<file path="src/rtl/cpu_pkg.sv">
// Shared types for the SCCPU pipeline control path:
// forwarding-select encodings, hazard FSM states, register address width.
package cpu_pkg;

  localparam int REG_AW = 5;

  localparam logic [1:0] FWD_RF  = 2'b00;
  localparam logic [1:0] FWD_EXE = 2'b01;
  localparam logic [1:0] FWD_MEM = 2'b10;
  localparam logic [1:0] FWD_LD  = 2'b11;

  typedef enum logic {
    RUN      = 1'b0,
    MEM_WAIT = 1'b1
  } hz_state_e;

endpackage

</file>
<file path="src/rtl/sat_counter.sv">
// Saturating up-counter: adds one per cycle while inc is high, sticks at all-ones.
// Ports: Clock, Resetn (async active-low), inc in, count out [CNT_W-1:0].
module sat_counter #(
  parameter int CNT_W = 16
) (
  input  logic             Clock,
  input  logic             Resetn,
  input  logic             inc,
  output logic [CNT_W-1:0] count
);

  logic [CNT_W-1:0] count_q;
  logic [CNT_W-1:0] count_d;

  always_comb begin
    count_d = count_q;
    if (inc && !(&count_q))
      count_d = count_q + CNT_W'(1);
  end

  always_ff @(posedge Clock or negedge Resetn) begin
    if (!Resetn) count_q <= '0;
    else         count_q <= count_d;
  end

  assign count = count_q;

endmodule

</file>
<file path="src/rtl/pipe_hazard_ctrl.sv">
// Hazard/sequencing control for the 5-stage pipeline: forwarding selects,
// load-use stall, data-memory wait freeze with timeout, redirect flush, perf counters.
// Ports: Clock/Resetn; ID/EXE/MEM register info in; mem_req/dmem_ready/exe_redirect in;
// fwda/fwdb, wpcir, id_bubble, if_flush, freeze, mem_err, stall_cnt, flush_cnt out.
module pipe_hazard_ctrl #(
  parameter int REG_AW      = cpu_pkg::REG_AW,
  parameter int MEM_TIMEOUT = 15,
  parameter int CNT_W       = 16
) (
  input  logic              Clock,
  input  logic              Resetn,
  input  logic [REG_AW-1:0] id_rs,
  input  logic [REG_AW-1:0] id_rt,
  input  logic              id_use_rs,
  input  logic              id_use_rt,
  input  logic              exe_wreg,
  input  logic              exe_m2reg,
  input  logic [REG_AW-1:0] exe_rd,
  input  logic              mem_wreg,
  input  logic              mem_m2reg,
  input  logic [REG_AW-1:0] mem_rd,
  input  logic              mem_req,
  input  logic              dmem_ready,
  input  logic              exe_redirect,
  output logic [1:0]        fwda,
  output logic [1:0]        fwdb,
  output logic              wpcir,
  output logic              id_bubble,
  output logic              if_flush,
  output logic              freeze,
  output logic              mem_err,
  output logic [CNT_W-1:0]  stall_cnt,
  output logic [CNT_W-1:0]  flush_cnt
);

  import cpu_pkg::*;

  localparam int WW = $clog2(MEM_TIMEOUT + 1);
  localparam logic [WW-1:0] TO_LAST = WW'(MEM_TIMEOUT - 1);

  hz_state_e     state_q, state_d;
  logic [WW-1:0] wcnt_q, wcnt_d;
  logic          err_q, err_d;
  logic          frz_c;
  logic          lu;
  logic          redir;

  function automatic logic [1:0] fwd_sel(
    input logic [REG_AW-1:0] r,
    input logic              ew,
    input logic              em,
    input logic [REG_AW-1:0] erd,
    input logic              mw,
    input logic              mm,
    input logic [REG_AW-1:0] mrd
  );
    logic [1:0] s;
    s = FWD_RF;
    if (r == '0)
      s = FWD_RF;
    else if (ew && !em && erd == r)
      s = FWD_EXE;
    else if (mw && mrd == r)
      s = mm ? FWD_LD : FWD_MEM;
    return s;
  endfunction

  always_comb begin
    fwda = fwd_sel(id_rs, exe_wreg, exe_m2reg, exe_rd,
                   mem_wreg, mem_m2reg, mem_rd);
    fwdb = fwd_sel(id_rt, exe_wreg, exe_m2reg, exe_rd,
                   mem_wreg, mem_m2reg, mem_rd);
  end

  assign lu = exe_wreg && exe_m2reg && exe_rd != '0 &&
              ((id_use_rs && id_rs == exe_rd) ||
               (id_use_rt && id_rt == exe_rd));

  // Wait FSM. The wait counter holds the number of MEM_WAIT cycles
  // already spent; the last allowed one releases the freeze.
  always_comb begin
    state_d = state_q;
    wcnt_d  = wcnt_q;
    err_d   = err_q;
    frz_c   = 1'b0;
    unique case (state_q)
      RUN: begin
        if (mem_req && !dmem_ready) begin
          frz_c   = 1'b1;
          state_d = MEM_WAIT;
          wcnt_d  = '0;
        end
      end
      MEM_WAIT: begin
        if (dmem_ready) begin
          state_d = RUN;
          wcnt_d  = '0;
        end else if (wcnt_q == TO_LAST) begin
          err_d   = 1'b1;
          state_d = RUN;
          wcnt_d  = '0;
        end else begin
          frz_c  = 1'b1;
          wcnt_d = wcnt_q + WW'(1);
        end
      end
      default: begin
        state_d = RUN;
        wcnt_d  = '0;
      end
    endcase
  end

  // Reset must release a frozen pipeline even if mem_req is still high.
  assign freeze = frz_c && Resetn;
  assign redir  = exe_redirect && !freeze;

  always_comb begin
    wpcir     = 1'b1;
    id_bubble = 1'b0;
    if_flush  = 1'b0;
    unique case (1'b1)
      freeze: begin
        wpcir = 1'b0;
      end
      redir: begin
        if_flush  = 1'b1;
        id_bubble = 1'b1;
      end
      (!freeze && !exe_redirect && lu): begin
        wpcir     = 1'b0;
        id_bubble = 1'b1;
      end
      default: begin
      end
    endcase
  end

  always_ff @(posedge Clock or negedge Resetn) begin
    if (!Resetn) begin
      state_q <= RUN;
      wcnt_q  <= '0;
      err_q   <= 1'b0;
    end else begin
      state_q <= state_d;
      wcnt_q  <= wcnt_d;
      err_q   <= err_d;
    end
  end

  assign mem_err = err_q;

  sat_counter #(.CNT_W(CNT_W)) u_stall_cnt (
    .Clock  (Clock),
    .Resetn (Resetn),
    .inc    (!wpcir || freeze),
    .count  (stall_cnt)
  );

  sat_counter #(.CNT_W(CNT_W)) u_flush_cnt (
    .Clock  (Clock),
    .Resetn (Resetn),
    .inc    (redir),
    .count  (flush_cnt)
  );

endmodule

</file>
<file path="config.mk">
export PLATFORM = sky130hd
export DESIGN_NAME = pipe_hazard_ctrl
export DESIGN_NICKNAME = d
export VERILOG_FILES = /design/src/rtl/cpu_pkg.sv /design/src/rtl/sat_counter.sv /design/src/rtl/pipe_hazard_ctrl.sv
export SDC_FILE = /design/constraint.sdc
export NUM_CORES = 1
export LEC_CHECK = 0
export ABC_AREA = 1
export CORE_MARGIN = 2
export CORE_UTILIZATION = 30
export DETAILED_ROUTE_END_ITERATION = 12
export GPL_ROUTABILITY_DRIVEN = 1
export GPL_TIMING_DRIVEN = 0
export PLACE_DENSITY = 0.52
export SYNTH_ARGS = -nofsm -noshare
export SYNTH_HDL_FRONTEND = slang
export SYNTH_SLANG_ARGS = --single-unit
</file>
<file path="constraint.sdc">
create_clock -name Clock -period 2.45 [get_ports Clock]
set_input_delay 0.245 -clock Clock [delete_from_list [all_inputs] [get_ports Clock]]
set_output_delay 0.245 -clock Clock [all_outputs]
set_load 0.01 [all_outputs]
</file>
Yosys cells after proc, flatten, opt, wreduce, memory -nomap -nowiden
Cells that the tools add are included.
Word-level totals
  register bits: 38
  input port bits: 31
  output and inout bits: 41
  word-level logic and storage cells: 69
Operators by class
  add/sub/neg operators: 3
  equal/unequal tests: 8
  multiplexer cells: 18
  bitwise gates (word level): 2
  reduce and logical (&&, ||, !) cells: 33
Operator list (number)
  16-bit by 1-bit adder with 16-bit output, second input constant: 2
  16-bit AND reduction: 2
  5-bit equality test: 6
  1-bit logical AND: 17
  2-bit 2-to-1 mux: 6
  4-bit 2-to-1 mux: 3
  5-bit zero test: 2
  4-bit one-hot mux with 2 select lines: 1
  1-bit 2-to-1 mux: 7
  1-bit zero test: 6
  5-bit nonzero test: 1
  4-bit by 1-bit adder with 4-bit output, second input constant: 1
  4-bit equality test, second input constant: 1
  2-bit OR reduction: 2
  3-bit AND reduction: 1
  1-bit logical OR: 2
  2-bit != test, second input constant: 1
  1-bit NOT: 2
  1-bit one-hot mux with 2 select lines: 1

Longest topological paths before layout
  depth after elaboration: 11
  gate-level depth with buffers: 13
  depth with buffers taken out: 13

Cells and area by module
From an unflattened synthesis, not the netlist that was laid out.
Second synthesis, totals
  cells, all modules: 444
  area total of the unflattened synthesis: 2870.3 um2
Modules (own cells, without submodules)
  sat_counter: times used 2, cells each 158, area each 1052.3 um2, seq. area each 400.4 um2
  pipe_hazard_ctrl: times used 1, cells each 128, area each 765.7 um2, seq. area each 150.1 um2

Worst setup path before layout
Ideal clock, no wire load.
  path kind: register to output
  from: register wcnt_q[0]
  to: output wpcir
  data arrival time: 1.373 ns
  data required time: 2.205 ns
  slack: 0.832 ns
  stages on the path, launching flop included: 11
  buffers on the path: 1
  path through: dfrtp_1 inv_1 ha_1 nand3_1 nand3_2 o21ai_2 a21oi_2 nand2_2 nand2_4 buf_6 inv_1
Between the ends
  word-level cells in the longest chain between the ends: 10
Ends and longest elaborated chain
  from (decl): RTL line pipe_hazard_ctrl.sv:42  | logic [WW-1:0] wcnt_q, wcnt_d;
  from (signal assigned): RTL line pipe_hazard_ctrl.sv:146  | wcnt_q <= wcnt_d;
  4-bit equality test (*): RTL line pipe_hazard_ctrl.sv:98  | end else if (wcnt_q == TO_LAST) begin
  1-bit 2-to-1 mux (*): RTL line pipe_hazard_ctrl.sv:98
  1-bit 2-to-1 mux (*): RTL line pipe_hazard_ctrl.sv:95  | if (dmem_ready) begin
  1-bit one-hot mux with 2 select lines (*): RTL line pipe_hazard_ctrl.sv:86  | unique case (state_q)
  via frz_c: RTL line pipe_hazard_ctrl.sv:44  | logic frz_c;
  1-bit logical AND (*): RTL line pipe_hazard_ctrl.sv:115  | assign freeze = frz_c && Resetn;
  1-bit zero test: RTL line pipe_hazard_ctrl.sv:130  | (!freeze && !exe_redirect && lu): begin
  1-bit logical AND (2 in series): RTL line pipe_hazard_ctrl.sv:130
  2-bit OR reduction (no line) (*)
  1-bit 2-to-1 mux (*): RTL line pipe_hazard_ctrl.sv:122  | unique case (1'b1)
  to (decl): RTL line pipe_hazard_ctrl.sv:27  | output logic wpcir,
The timed path passes the listed nets; every way through them passes the cells marked *.

Worst setup path after layout
  from: input exe_rd[1]
  to: output fwda[0]
Between the ends
  word-level cells in the longest chain between the ends: 4
Ends and longest elaborated chain
  from (decl): RTL line pipe_hazard_ctrl.sv:18  | input logic [REG_AW-1:0] exe_rd,
  5-bit equality test: RTL line pipe_hazard_ctrl.sv:61  | else if (ew && !em && erd == r)
  1-bit logical AND: RTL line pipe_hazard_ctrl.sv:61
  2-bit 2-to-1 mux: RTL line pipe_hazard_ctrl.sv:61
  2-bit 2-to-1 mux: RTL line pipe_hazard_ctrl.sv:59  | if (r == '0)
  to (decl): RTL line pipe_hazard_ctrl.sv:25  | output logic [1:0] fwda,
Every way passes these cells.

==> impl_metrics.tcl <==
set metrics [dict create \
    io_buffers 71 \
    cts_buffers 5 \
    root_buffer "clkbuf_8" \
    rows 34 \
    syn2layout_area_growth_pct 39.1 \
    hpwl_mm 5.34 \
    final_nets 490 \
    synthArstFlopShare_pct 100 \
    ios 72 \
    drv_slew 0 \
    wl_met2_mm 3.30 \
    layout-drive-gt1-share_pct 9.43 \
    wl_per_cell_um 12.3 \
    clock_latency_ns 0.28 \
    clk_path_buf_depth 2 \
    drc 0 \
    cp-start-kind "input pin" \
    critPathArrivalTime_ns 2.04 \
    hold_path_class "in2async" \
    grt_overflow_total 0 \
    finalClockSkew_ns 0.00176 \
    fillers 908 \
    syn-num-nets 406 \
    criticalPathCategory "in2out" \
    status "completed" \
    dr_wl_met3_um 226 \
    synth_seq_cells 38 \
    chipWidth_um 98.0 \
    worst_slack_ns 0.170 \
    first_pass_iters 4 \
    fmax_mhz 439 \
    grt_pass1_vias 2562 \
    vias 2585 \
    rsz0062_at_grt "no" \
    synthFlopType "dfrtp_1" \
    grt_usage_pct 15.1 \
    rr_worst_depth 12 \
    syn_area_per_cell_um2 7.14 \
    finalSetupViolCount 0 \
    antennaDiodeCount 0 \
    met1_length_mm 3.34 \
    htreeDepth 2 \
    tightest_slew_ns 0.386 \
    highest_layer "met4" \
    grt_max_degree 33 \
    cts_tree "built" \
    syn_inst 371 \
    antenna_found_initial 0 \
    required_ns 2.20 \
    cap_viol_max_count 0 \
    cts.sinks 38 \
    place_ws_ns -0.0182 \
    initial_core_util_pct 30.7 \
    wirelength_mm 6.95 \
    syn_area_mm2 0.00265 \
    slew_headroom_pct 74.2 \
    coreArea_mm2 0.00864 \
    grt_pass1_wl_mm 12.1 \
    p_per_area_mw_per_mm2 522 \
    fin_crit_sh_pct 93.1 \
    ys_warn_count 0 \
    via_per_inst 4.58 \
    end_kind "output port" \
    synth_edf_count 0 \
    seq_area_frac_synth_pct 35.9 \
    synth_largest_area_cell "dfrtp_1" \
    die_h_um 98.0 \
    synth_cell_types 32 \
    synth_top_area_share_pct 35.9 \
    finalWeightedCongestion 0.902 \
    peakVddDrop_v 0.000331 \
    synthTopCellsByArea "dfrtp_1 (36%), nand2_1 (15%), inv_1 (7.5%)" \
    final.setup.tns_ns 0 \
    hold_violations 0 \
    drtIter0Drc 89 \
    leakage_uw 0.00176 \
    period_minus_slack_ns 2.28 \
    dieArea_mm2 0.00960 \
    ant_nets 0 \
    clk_pin_slew_ns 0.08 \
    worstPathMaxFanout 4 \
]
cells in the final DEF, fill, tap and decap left out, types with 6 or more instances in the layout:
cell / n
nor3_1: 13
xor2_1: 20
clkdlybuf4s50_1: 66
xnor2_1: 9
nand2_1: 109
nor2_1: 27
clkbuf_8: 6
o21ai_0: 8
dfrtp_1: 38
inv_1: 53
nand4_1: 7
nand3_1: 33
final cells by class:
class	count	area [um2]	area share, %
Inverter	57	214	5.81
Clock buffer	7	86.3	2.34
Buffer	3	27.5	0.747
Timing Repair Buffer	78	786	21.3
Tap cell	108	135	3.67
Multi-Input combinational cell	272	1480	40.1
Sequential cell	38	951	25.8
Clock inverter	1	5.00	0.136
stage by stage:
| step | power (uW) | std cells | utilization (%) | hold WS, ns | cell area (um2) |
|---|---|---|---|---|---|
| after floorplan | 1140 | 371 | - | -0.0506 | 2650 |
| after global placement | 1460 | 550 | 40.5 | 0.475 | 3490 |
| after detailed placement | 1470 | 551 | 40.6 | 0.134 | 3510 |
| after CTS | 1940 | 561 | 42.1 | 0.462 | 3640 |
| after global routing | 2080 | 564 | 42.7 | 0.485 | 3680 |
| final | 1920 | 564 | 42.7 | 0.459 | 3680 |
synthesized netlist by cell type, types with 4 or more instances:
cell	n
inv_1	53
nand2_1	109
o21ai_0	8
ha_1	4
nor3_1	13
xor2_1	20
a21oi_1	5
nand2_2	4
dfrtp_1	38
nor2_1	29
o22ai_1	5
inv_2	4
xnor2_1	9
nand3_1	34
o21ai_1	5
nand4_1	7
metal layers:
layer	global-route usage, %	up-vias
met2	24.3	47
met3	2.79	6
li1	-	1338
met1	20.8	1194
met5	0	-
met4	4.49	0
power by group:
part | switching (uW) | internal, uW
clock | 224 | 227
combinational | 299 | 338
sequential | 115 | 719
state kept, by name, summed over array words and instances, names as in the netlist:
name,count
wcnt_q,4
state_q,1
u_flush_cnt.count,16
mem_err,1
u_stall_cnt.count,16
path summary, 6_finish.rpt:
check | start | end | slack (ns)
min | Resetn | u_stall_cnt.count[9] | 0.46
min reg2reg | mem_err | mem_err | 0.51
max in group asynchronous | Resetn | u_stall_cnt.count[0] | 1.19
max reg2reg | wcnt_q[0] | u_stall_cnt.count[1] | 0.56
min in group Clock | mem_err | mem_err | 0.51
max | exe_rd[1] | fwda[0] | 0.17
critical path: stages:
cell and delay [ns]:
clkdlybuf4s50_1 0.54, inv_1 0.07, nand2_1 0.05, nand2_1 0.06
nor2_2 0.15, nand3_1 0.09, nor2_1 0.13, nand2_1 0.06
o21ai_0 0.08, clkdlybuf4s50_1 0.57
kinds of logic (layout without fill, tap and decap cells):
logic type	after synthesis	in the layout	synth area share, %
buf+inv	61	146	9.54
xor+xnor	30	30	10.2
compound gates	26	26	5.53
simple gates	212	212	36.9
fa+ha+maj	4	4	1.89
flops	38	38	35.9
repair_timing:
| item | CTS | global route |
|---|---|---|
| endpoints found under the hold margin | 8 | 0 |
| pin swaps | 0 | 2 |
| endpoints found under the setup margin | 1 | 4 |
| buffers inserted | 1 | 3 |
| hold buffers | 2 | 0 |
| gates resized for setup | 3 | 7 |
Power figures use the tool's default switching activity.
